===== src/rtl/tappy_pkg.sv =====
// Shared definitions for the tappy line transmitter, receiver and bench.
package tappy_pkg;

   localparam int         FRAME_BITS   = 11;
   localparam logic       START_BIT    = 1'b0;
   localparam logic       STOP_BIT     = 1'b1;
   localparam logic [3:0] LAST_BIT_IDX = 4'd10;

   typedef enum logic [1:0] {
      IDLE = 2'd0,
      HIGH = 2'd1,
      LOW  = 2'd2,
      GAP  = 2'd3
   } tx_state_e;

   // Parity bit that makes the nine data+parity bits carry an odd count of ones.
   function automatic logic odd_parity(input logic [7:0] b);
      return ~^b;
   endfunction

endpackage


===== src/rtl/tappy_tx_frame.sv =====
// Builds the 11-bit frame, bit 0 first on the line:
// start, data LSB..MSB, parity (optionally corrupted), stop.
module tappy_tx_frame
   import tappy_pkg::*;
(
   input  logic [7:0]            data,
   input  logic                  bad_parity,
   output logic [FRAME_BITS-1:0] frame
);

   // Assemble the shift vector; bad_parity flips the parity bit for error injection.
   always_comb begin
      frame = {STOP_BIT, odd_parity(data) ^ bad_parity, data, START_BIT};
   end

endmodule


===== src/rtl/tappy_tx.sv =====
// Serializer for the two-wire tappy clk/dat line, running entirely on sysclk.
// Every output is a flop; the next-state and output logic look one cycle ahead.
module tappy_tx
   import tappy_pkg::*;
#(
   parameter int HALF_TICKS = 3,
   parameter int GAP_TICKS  = 6
)
(
   input  logic       sysclk,
   input  logic       reset,
   input  logic [7:0] data,
   input  logic       valid,
   input  logic       bad_parity,
   output logic       ready,
   output logic       busy,
   output logic       clk,
   output logic       dat
);

   localparam int MAX_TICKS = (HALF_TICKS > GAP_TICKS) ? HALF_TICKS : GAP_TICKS;
   localparam int TW        = $clog2(MAX_TICKS + 1);

   localparam logic [TW-1:0] HALF_RELOAD = TW'(HALF_TICKS - 1);
   localparam logic [TW-1:0] GAP_RELOAD  = TW'(GAP_TICKS - 1);
   localparam logic [TW-1:0] TICK_ZERO   = TW'(0);
   localparam logic [TW-1:0] TICK_ONE    = TW'(1);

   tx_state_e             state_q, state_d;
   logic [TW-1:0]         tick_q, tick_d;
   logic [3:0]            bit_q, bit_d;
   logic [FRAME_BITS-1:0] shift_q, shift_d;
   logic                  clk_q, clk_d;
   logic                  dat_q, dat_d;
   logic                  ready_q, ready_d;
   logic                  busy_q, busy_d;
   logic [FRAME_BITS-1:0] frame_s;
   logic                  accept_s;

   tappy_tx_frame u_frame (
      .data       (data),
      .bad_parity (bad_parity),
      .frame      (frame_s)
   );

   // Handshake uses the registered ready, so a byte offered on the GAP->IDLE cycle is ignored.
   always_comb begin
      if (valid && ready_q) begin
         accept_s = 1'b1;
      end else begin
         accept_s = 1'b0;
      end
   end

   // State, tick counter, bit index and frame capture; counters reload on every state change.
   always_comb begin
      state_d = state_q;
      tick_d  = tick_q;
      bit_d   = bit_q;
      shift_d = shift_q;
      case (state_q)
         IDLE: begin
            if (accept_s) begin
               state_d = HIGH;
               tick_d  = HALF_RELOAD;
               bit_d   = 4'd0;
               shift_d = frame_s;
            end else begin
               state_d = IDLE;
            end
         end
         HIGH: begin
            if (tick_q == TICK_ZERO) begin
               state_d = LOW;
               tick_d  = HALF_RELOAD;
            end else begin
               tick_d = tick_q - TICK_ONE;
            end
         end
         LOW: begin
            if (tick_q == TICK_ZERO) begin
               if (bit_q == LAST_BIT_IDX) begin
                  state_d = GAP;
                  tick_d  = GAP_RELOAD;
               end else begin
                  state_d = HIGH;
                  tick_d  = HALF_RELOAD;
                  bit_d   = bit_q + 4'd1;
               end
            end else begin
               tick_d = tick_q - TICK_ONE;
            end
         end
         GAP: begin
            if (tick_q == TICK_ZERO) begin
               state_d = IDLE;
               tick_d  = TICK_ZERO;
               bit_d   = 4'd0;
            end else begin
               tick_d = tick_q - TICK_ONE;
            end
         end
         default: begin
            state_d = IDLE;
            tick_d  = TICK_ZERO;
            bit_d   = 4'd0;
         end
      endcase
   end

   // Line outputs for the coming cycle; dat only picks a new bit when the state is HIGH.
   always_comb begin
      clk_d   = 1'b1;
      dat_d   = 1'b1;
      ready_d = 1'b0;
      busy_d  = 1'b0;
      case (state_d)
         IDLE: begin
            ready_d = 1'b1;
         end
         HIGH: begin
            busy_d = 1'b1;
            dat_d  = shift_d[bit_d];
         end
         LOW: begin
            busy_d = 1'b1;
            clk_d  = 1'b0;
            dat_d  = dat_q;
         end
         GAP: begin
            busy_d = 1'b1;
         end
         default: begin
            ready_d = 1'b0;
         end
      endcase
   end

   // State and output registers; reset idles the line immediately and abandons any frame.
   always_ff @(posedge sysclk or negedge reset) begin
      if (!reset) begin
         state_q <= IDLE;
         tick_q  <= TICK_ZERO;
         bit_q   <= 4'd0;
         shift_q <= {FRAME_BITS{1'b1}};
         clk_q   <= 1'b1;
         dat_q   <= 1'b1;
         ready_q <= 1'b0;
         busy_q  <= 1'b0;
      end else begin
         state_q <= state_d;
         tick_q  <= tick_d;
         bit_q   <= bit_d;
         shift_q <= shift_d;
         clk_q   <= clk_d;
         dat_q   <= dat_d;
         ready_q <= ready_d;
         busy_q  <= busy_d;
      end
   end

   assign ready = ready_q;
   assign busy  = busy_q;
   assign clk   = clk_q;
   assign dat   = dat_q;

endmodule

===== config.mk =====
export PLATFORM = sky130hd
export DESIGN_NAME = tappy_tx
export DESIGN_NICKNAME = d
export VERILOG_FILES = /design/src/rtl/tappy_pkg.sv /design/src/rtl/tappy_tx_frame.sv /design/src/rtl/tappy_tx.sv
export SDC_FILE = /design/constraint.sdc
export NUM_CORES = 1
export LEC_CHECK = 0
export ABC_AREA = 1
export CORE_ASPECT_RATIO = 0.75
export CORE_MARGIN = 5
export CORE_UTILIZATION = 55
export DETAILED_ROUTE_END_ITERATION = 8
export PLACE_DENSITY = 0.78
export SYNTH_ARGS = -nofsm -noshare
export SYNTH_HDL_FRONTEND = slang
export SYNTH_SLANG_ARGS = --single-unit
export TNS_END_PERCENT = 5

===== constraint.sdc =====
create_clock -name sysclk -period 2 [get_ports sysclk]
set_input_delay 0.3 -clock sysclk [delete_from_list [all_inputs] [get_ports sysclk]]
set_output_delay 0.3 -clock sysclk [all_outputs]
set_load 0.05 [all_outputs]

* Word level (Yosys, flattened, before mapping)
Cells that the tools add are included.
** Operators by class
- Add/subtract/negate cells :: 2
- $lt $le $gt $ge :: 1
- Equality and inequality tests :: 8
- Multiplexer cells :: 26
- Bitwise logic cells :: 1
- Reduce and logical (&&, ||, !) cells :: 6
** Operators by type and width (number)
- 11-bit two-way mux :: 2
- 4-bit two-way mux :: 4
- 3-bit two-way mux :: 5
- 3-bit one-hot mux with 4 select lines :: 1
- 4-bit one-hot mux with 3 select lines :: 1
- 2-bit == test (second input constant) :: 4
- 2-bit two-way mux :: 4
- 2-bit one-hot mux with 4 select lines :: 1
- 8-bit XNOR reduction :: 1
- 1-bit two-way mux :: 6
- 4-bit by 5-bit < comparator with 1-bit output (second input constant) :: 1
- 4-bit by 1-bit adder with 4-bit output (second input constant) :: 1
- 1-bit binary-select mux with 4-bit select :: 1
- 2-bit by 1-bit == test with 1-bit output (second input constant) :: 2
- 4-bit == test (second input constant) :: 1
- 2-bit zero test :: 2
- 3-bit zero test :: 1
- 3-bit OR reduction :: 1
- 3-bit by 1-bit subtractor with 3-bit output (second input constant) :: 1
- 2-bit inequality test (second input constant) :: 1
- 1-bit one-hot mux with 2 select lines :: 1
- 1-bit logical AND :: 1
- 1-bit XOR :: 1
** Storage, ports and cells
- Register bits after elaboration :: 24
- Input bits :: 12
- Output and inout bits :: 4
- Word-level logic and storage cells :: 52

* Logic depth before layout (Yosys ltp)
- Word-level depth :: 7
- Depth in mapped cells :: 14
- Mapped depth without buffers :: 14

* Hierarchy
A second synthesis with hierarchy kept.
** Second synthesis, totals
- Cells, all modules :: 223
- Area total of the unflattened synthesis :: 1600.3 um2
** By module, submodules not included
- tappy_tx :: instances 1, cells an instance 174, area each 1365.1 um2, sequential area each 616.8 um2
- tappy_tx_frame :: instances 1, cells an instance 49, area each 235.2 um2, sequential area each 0.0 um2

* Least setup slack after synthesis
Ideal clock, no wire load.
- Kind :: register to register
- From :: register ready_q (netlist: ready)
- To :: register dat_q (netlist: dat)
- Library setup time :: 68 ps
- Arrival time :: 1696 ps
- Data required time :: 1932 ps
- Slack :: 236 ps
- Cell stages (with the launch flop) :: 11
- Buffers on the path :: 0
- Clock period less this slack :: 1764 ps
- Cell sequence :: dfrtp_1 -> nand2_1 -> o21ai_2 -> inv_2 -> nand2_4 -> nand3_2 -> nand2_1 -> nand3_1 -> nand3_1 -> nand3_2 -> a21oi_2
** Between the ends
- Word-level cells in the longest chain between the ends :: 7
- Elaborated cells between the ends (all ways) :: 13
- Those cells by class :: 2 x eq/ne; 10 x mux; 1 x reduce/logical
** RTL lines
- from (decl) :: RTL line tappy_tx.sv:35 : logic ready_q, ready_d;
- from (signal assigned) :: RTL line tappy_tx.sv:157 : ready_q <= ready_d;
- 1-bit logical AND :: RTL line tappy_tx.sv:48 : if (valid && ready_q) begin
- 1-bit two-way mux :: RTL line tappy_tx.sv:48
- 4-bit two-way mux :: RTL line tappy_tx.sv:63 : if (accept_s) begin
- 4-bit one-hot mux with 3 select lines :: RTL line tappy_tx.sv:61 : case (state_q)
- net bit_d[0] :: RTL line tappy_tx.sv:31 : logic [3:0] bit_q, bit_d;
- 1-bit binary-select mux with 4-bit select :: RTL line tappy_tx.sv:123 : dat_d = shift_d[bit_d];
- 1-bit two-way mux (not written as such) :: RTL line tappy_tx.sv:123
- 1-bit one-hot mux with 2 select lines :: RTL line tappy_tx.sv:117 : case (state_d)
- to (signal assigned) :: RTL line tappy_tx.sv:156 : dat_q <= dat_d;
- to (decl) :: RTL line tappy_tx.sv:34 : logic dat_q, dat_d;
The timed path passes the listed nets, and every way through them passes these cells. The select of a mux whose other input is x is not followed.
A chain may end at the register's enable or synchronous reset.

* Worst setup path after layout
- From :: register dat_q (netlist: dat)
- To :: output port dat
** RTL lines
- to (decl) :: RTL line tappy_tx.sv:18 : output logic dat
No word-level cell between the ends.

==> impl.org <==
** Route
- In the routed design, unresolved DRC markers number 0.
- Dividing the detail-routed wire length by the instance count gives 12.3 um.
- The routed layout has 1,321 vias.
- After detailed routing, the number of vias per cell comes to 5.00.
- Post-route ant nets :: 0
- The pre-antenna-repair detailed-routing pass consisted of 4 iterations.
- After the first detailed-routing iteration, the DRC count stood at 90.
- Wirelength, routed :: 3240 um

** Timing
- Of the available clock period, the critical path in the final layout requires 95.2%.
- The final hold violation count came to 0.
- For the final database, setup skew stands at 0.00463 ns.
- Upper clock frequency limit :: 525 MHz
- Normalized max-slew margin :: 66.2%
- In the final timing run, aggregate negative setup slack is 0 ns.
- Final min period :: 1.90 ns
- The total count of max-transition violations in the final report is 0.
- After layout, the worst setup slack is 0.0964 ns.
- Tightest hold margin :: 0.382 ns
- Final setup violation count :: 0
- Transition time at the pin with the least slew margin :: 0.505 ns

** Place
- Total of buffers placed on input and output ports :: 15
- Routability-driven placement finished with a final weighted congestion of 0.859.
- Prior to clock tree synthesis, the placed netlist has a worst setup slack of -0.0150 ns.
- Once placement completed, the tool counted placed cells totaling 259.
- Detailed placement finished with a half-perimeter wire length of 2510 um.

** Yosys
- Leading area contributor after synthesis :: sky130_fd_sc_hd__dfstp_2
- Per-instance average area after synthesis :: 7.48 um2
- For this run, the number of Yosys warnings is 0.
- Counting distinct cell types in the post-synthesis netlist gives 28.
- Of the post-synthesis cell area, the dominant cell type holds 22.3%.
- Number of nets in the synthesized netlist :: 221
- Synthesized netlist cell count :: 205
- By area the synthesized netlist is led by sky130_fd_sc_hd__dfstp_2, sky130_fd_sc_hd__dfrtp_1, sky130_fd_sc_hd__nand2_1.
- Among all cell types in the netlist, the one instantiated most often is sky130_fd_sc_hd__nand2_1.
- Number of synthesized flops with an enable pin :: 0
- Sequential cells were found to cover 40.2% of the synthesized design area.
- Among all flip-flop cells after synthesis, the most frequent one is sky130_fd_sc_hd__dfstp_2.
- The commonest cells after synthesis are sky130_fd_sc_hd__nand2_1, sky130_fd_sc_hd__inv_1, sky130_fd_sc_hd__nand3_1.
- The synthesized design contains 24 register bits.
- Async set-reset flop share out of synthesis :: 100%
- Summing every instance area after synthesis gives 1530 um2.

** Hold path
- Class of the tightest hold or removal check :: in2async

** GRT
- Number of global-route vias before repair :: 1,194
- Total congestion overflow :: 0
- Number of antenna violations at the first check in global routing :: 0
- Maximum number of pins on one net before global-route repair :: 25
- GRT Total Usage :: 17.2%
- Wire length of the first global-routing pass :: 5580 um

** Setup path
- Arrival time at the worst endpoint :: 1.60 ns
- The worst setup path is captured at a primary output.
- Sort of element at the start of the critical path :: register
- In this run the register-to-register setup slack is 0.15 ns.
- WP buf/inv :: 1
- Req. time, crit path :: 1.70 ns
- The slowest stage of the critical path belongs to the cell sky130_fd_sc_hd__clkdlybuf4s50_1.
- In this run the number of cells on the critical path is 1.
- Delay of the slowest critical-path stage :: 0.80 ns
- List of cells traversed by the critical path :: clkdlybuf4s50_1
- FF-to-FF End :: dat
- Depth of the most critical reg-to-reg path :: 13
- Of all nets on the critical path, the largest fanout is 2.
- Family of cells with the greatest summed delay on the critical path :: buffers and inverters
- The critical path ends at dat.
- The critical path is of the reg2out type.
- The critical path starts at dat.
- In this run the critical register-to-register path is launched from tick_q[1].

** Finish
- The number of antenna diodes in the final layout is 0.
- Share of cells above drive strength 1 :: 22.8%
- Filler Cells Inserted :: 258
- At the end of the flow, the number of nets in the layout was 245.
- Utilization of the core after routing :: 69.0%
- Count of placed standard cells in the final layout, fillers left out :: 264
- Area growth syn-to-layout :: 19.0%

** Clock network
- Clk pin slew, worst setup/hold paths :: 0.09 ns
- Root buffer selected by CTS :: sky130_fd_sc_hd__clkbuf_8
- Clock tree from TritonCTS :: yes
- Max Buffers Root-to-Sink :: 2
- The later pin in the worst-skew pair is clocked with a latency of 0.27 ns.
- Hold buffer count at CTS :: 0
- Counting the buffers created by CTS gives 3.
- The clock net in this run drives a total of 24 sinks.
- CTS H-Tree Depth :: 1

** Power and ir drop
- Flop pwr share :: 32.0%
- Sw Share :: 45.6%
- Static leakage power :: 0.912 nW
- In this run the power spent charging and discharging nets is 0.00121 W.
- The internal power of the cells totals 0.00145 W.
- Per report_power, the combinational group accounts for 55.4% of the total.
- IR drop worst, VDD :: 0.000840 V
- In this run the power density over the cells is 1460 nW/um2.
- Relative contribution of the clock network to total power :: 12.6%

** Outcome
- Outcome :: completed

** Floorplan
- Initial Utilization :: 58.0%
- Row generation in the floorplan step produced 16 rows.
- Number of ports placed on the die boundary :: 16
- Width of the chip :: 71.0 um
- Die area :: 3950 um2
- From bottom edge to top edge, the die measures 55.7 um.
- In this run the standard cell core region covers 2640 um2.

** Run
- Total of max-cap violations :: 0
==> how the worst min path moves through the flow <==
stage                     from    endpoint  slack [ns]  cells after the start
floorplan                reset    bit_q[0]       0.004                      0
global route             reset   tick_q[0]        0.41                      2
finish                   reset   tick_q[0]        0.38                      2
detailed placement  shift_q[0]  shift_q[0]        0.47                      2
CTS                      reset       ready        0.39                      2
global placement    shift_q[0]  shift_q[0]        0.47                      2
==> layout make-up <==
class / instances / area, um2 / area share, %
multi-input combinational: 139 / 763 / 41.8
sequential: 24 / 617 / 33.8
timing repair buffer: 20 / 188 / 10.3
inverter: 41 / 156 / 8.57
clock buffer: 4 / 55.1 / 3.02
tap: 36 / 45.0 / 2.47
==> what timing repair did <==
item | CTS | global route
buffers inserted | 0 | 1
gates resized for setup | 0 | 5
endpoints found under the setup margin | 0 | 1
==> per-stage QoR <==
stage	cell area (um2)	power [W]
after detailed placement	1750	0.00228
after floorplan	1530	0.00191
after global routing	1820	0.00289
after CTS	1800	0.00262
after global placement	1750	0.00222
final	1820	0.00266
==> power by group through the flow <==
| stage | clock network [W] | logic, W | registers, W |
|---|---|---|---|
| 4_1_cts | 0.000339 | 0.00143 | 0.000854 |
| 2_1_floorplan | 0 | 0.000917 | 0.000994 |
| 3_3_place_gp | 0 | 0.00137 | 0.000854 |
| 5_1_grt | 0.000364 | 0.00164 | 0.000879 |
| 3_5_place_dp | 0 | 0.00142 | 0.000863 |
| 6_report | 0.000335 | 0.00147 | 0.000853 |
==> cells by family after synthesis <==
family | share of synthesized area, %
simple gates | 35.9
fa+ha+maj | 3.27
flops | 40.2
compound gates | 9.06
buf+inv | 10.9
xor+xnor | 0.572
==> registers in the layout (all words and copies together), names as in the netlist <==
name / flops
bit_q: 4
busy: 1
tick_q: 3
shift_q: 11
dat: 1
state_q: 2
ready: 1
clk: 1
==> cell usage in the layout, fill, tap and decap left out, types with 4 or more instances in the layout <==
cell type and n:
sky130_fd_sc_hd__inv_1 33, sky130_fd_sc_hd__o21ai_0 9, sky130_fd_sc_hd__clkdlybuf4s50_1 15, sky130_fd_sc_hd__nand3_2 4
sky130_fd_sc_hd__clkbuf_8 4, sky130_fd_sc_hd__nor2_2 4, sky130_fd_sc_hd__nand3_1 22, sky130_fd_sc_hd__o21ai_1 6
sky130_fd_sc_hd__buf_4 5, sky130_fd_sc_hd__dfrtp_1 11, sky130_fd_sc_hd__nor2_1 10, sky130_fd_sc_hd__nand2_1 53
sky130_fd_sc_hd__or2_0 6, sky130_fd_sc_hd__dfstp_2 13, sky130_fd_sc_hd__inv_2 7
==> per-layer routing <==
layer	track usage, %	part of all wire [%]	vias to the layer above
met5	0	0	-
met4	2.41	0.65	0
met3	4.69	6.5	4
met2	26.3	46	36
met1	24.9	47	594
li1	-	-	687
(Power assumes the default switching activity.)
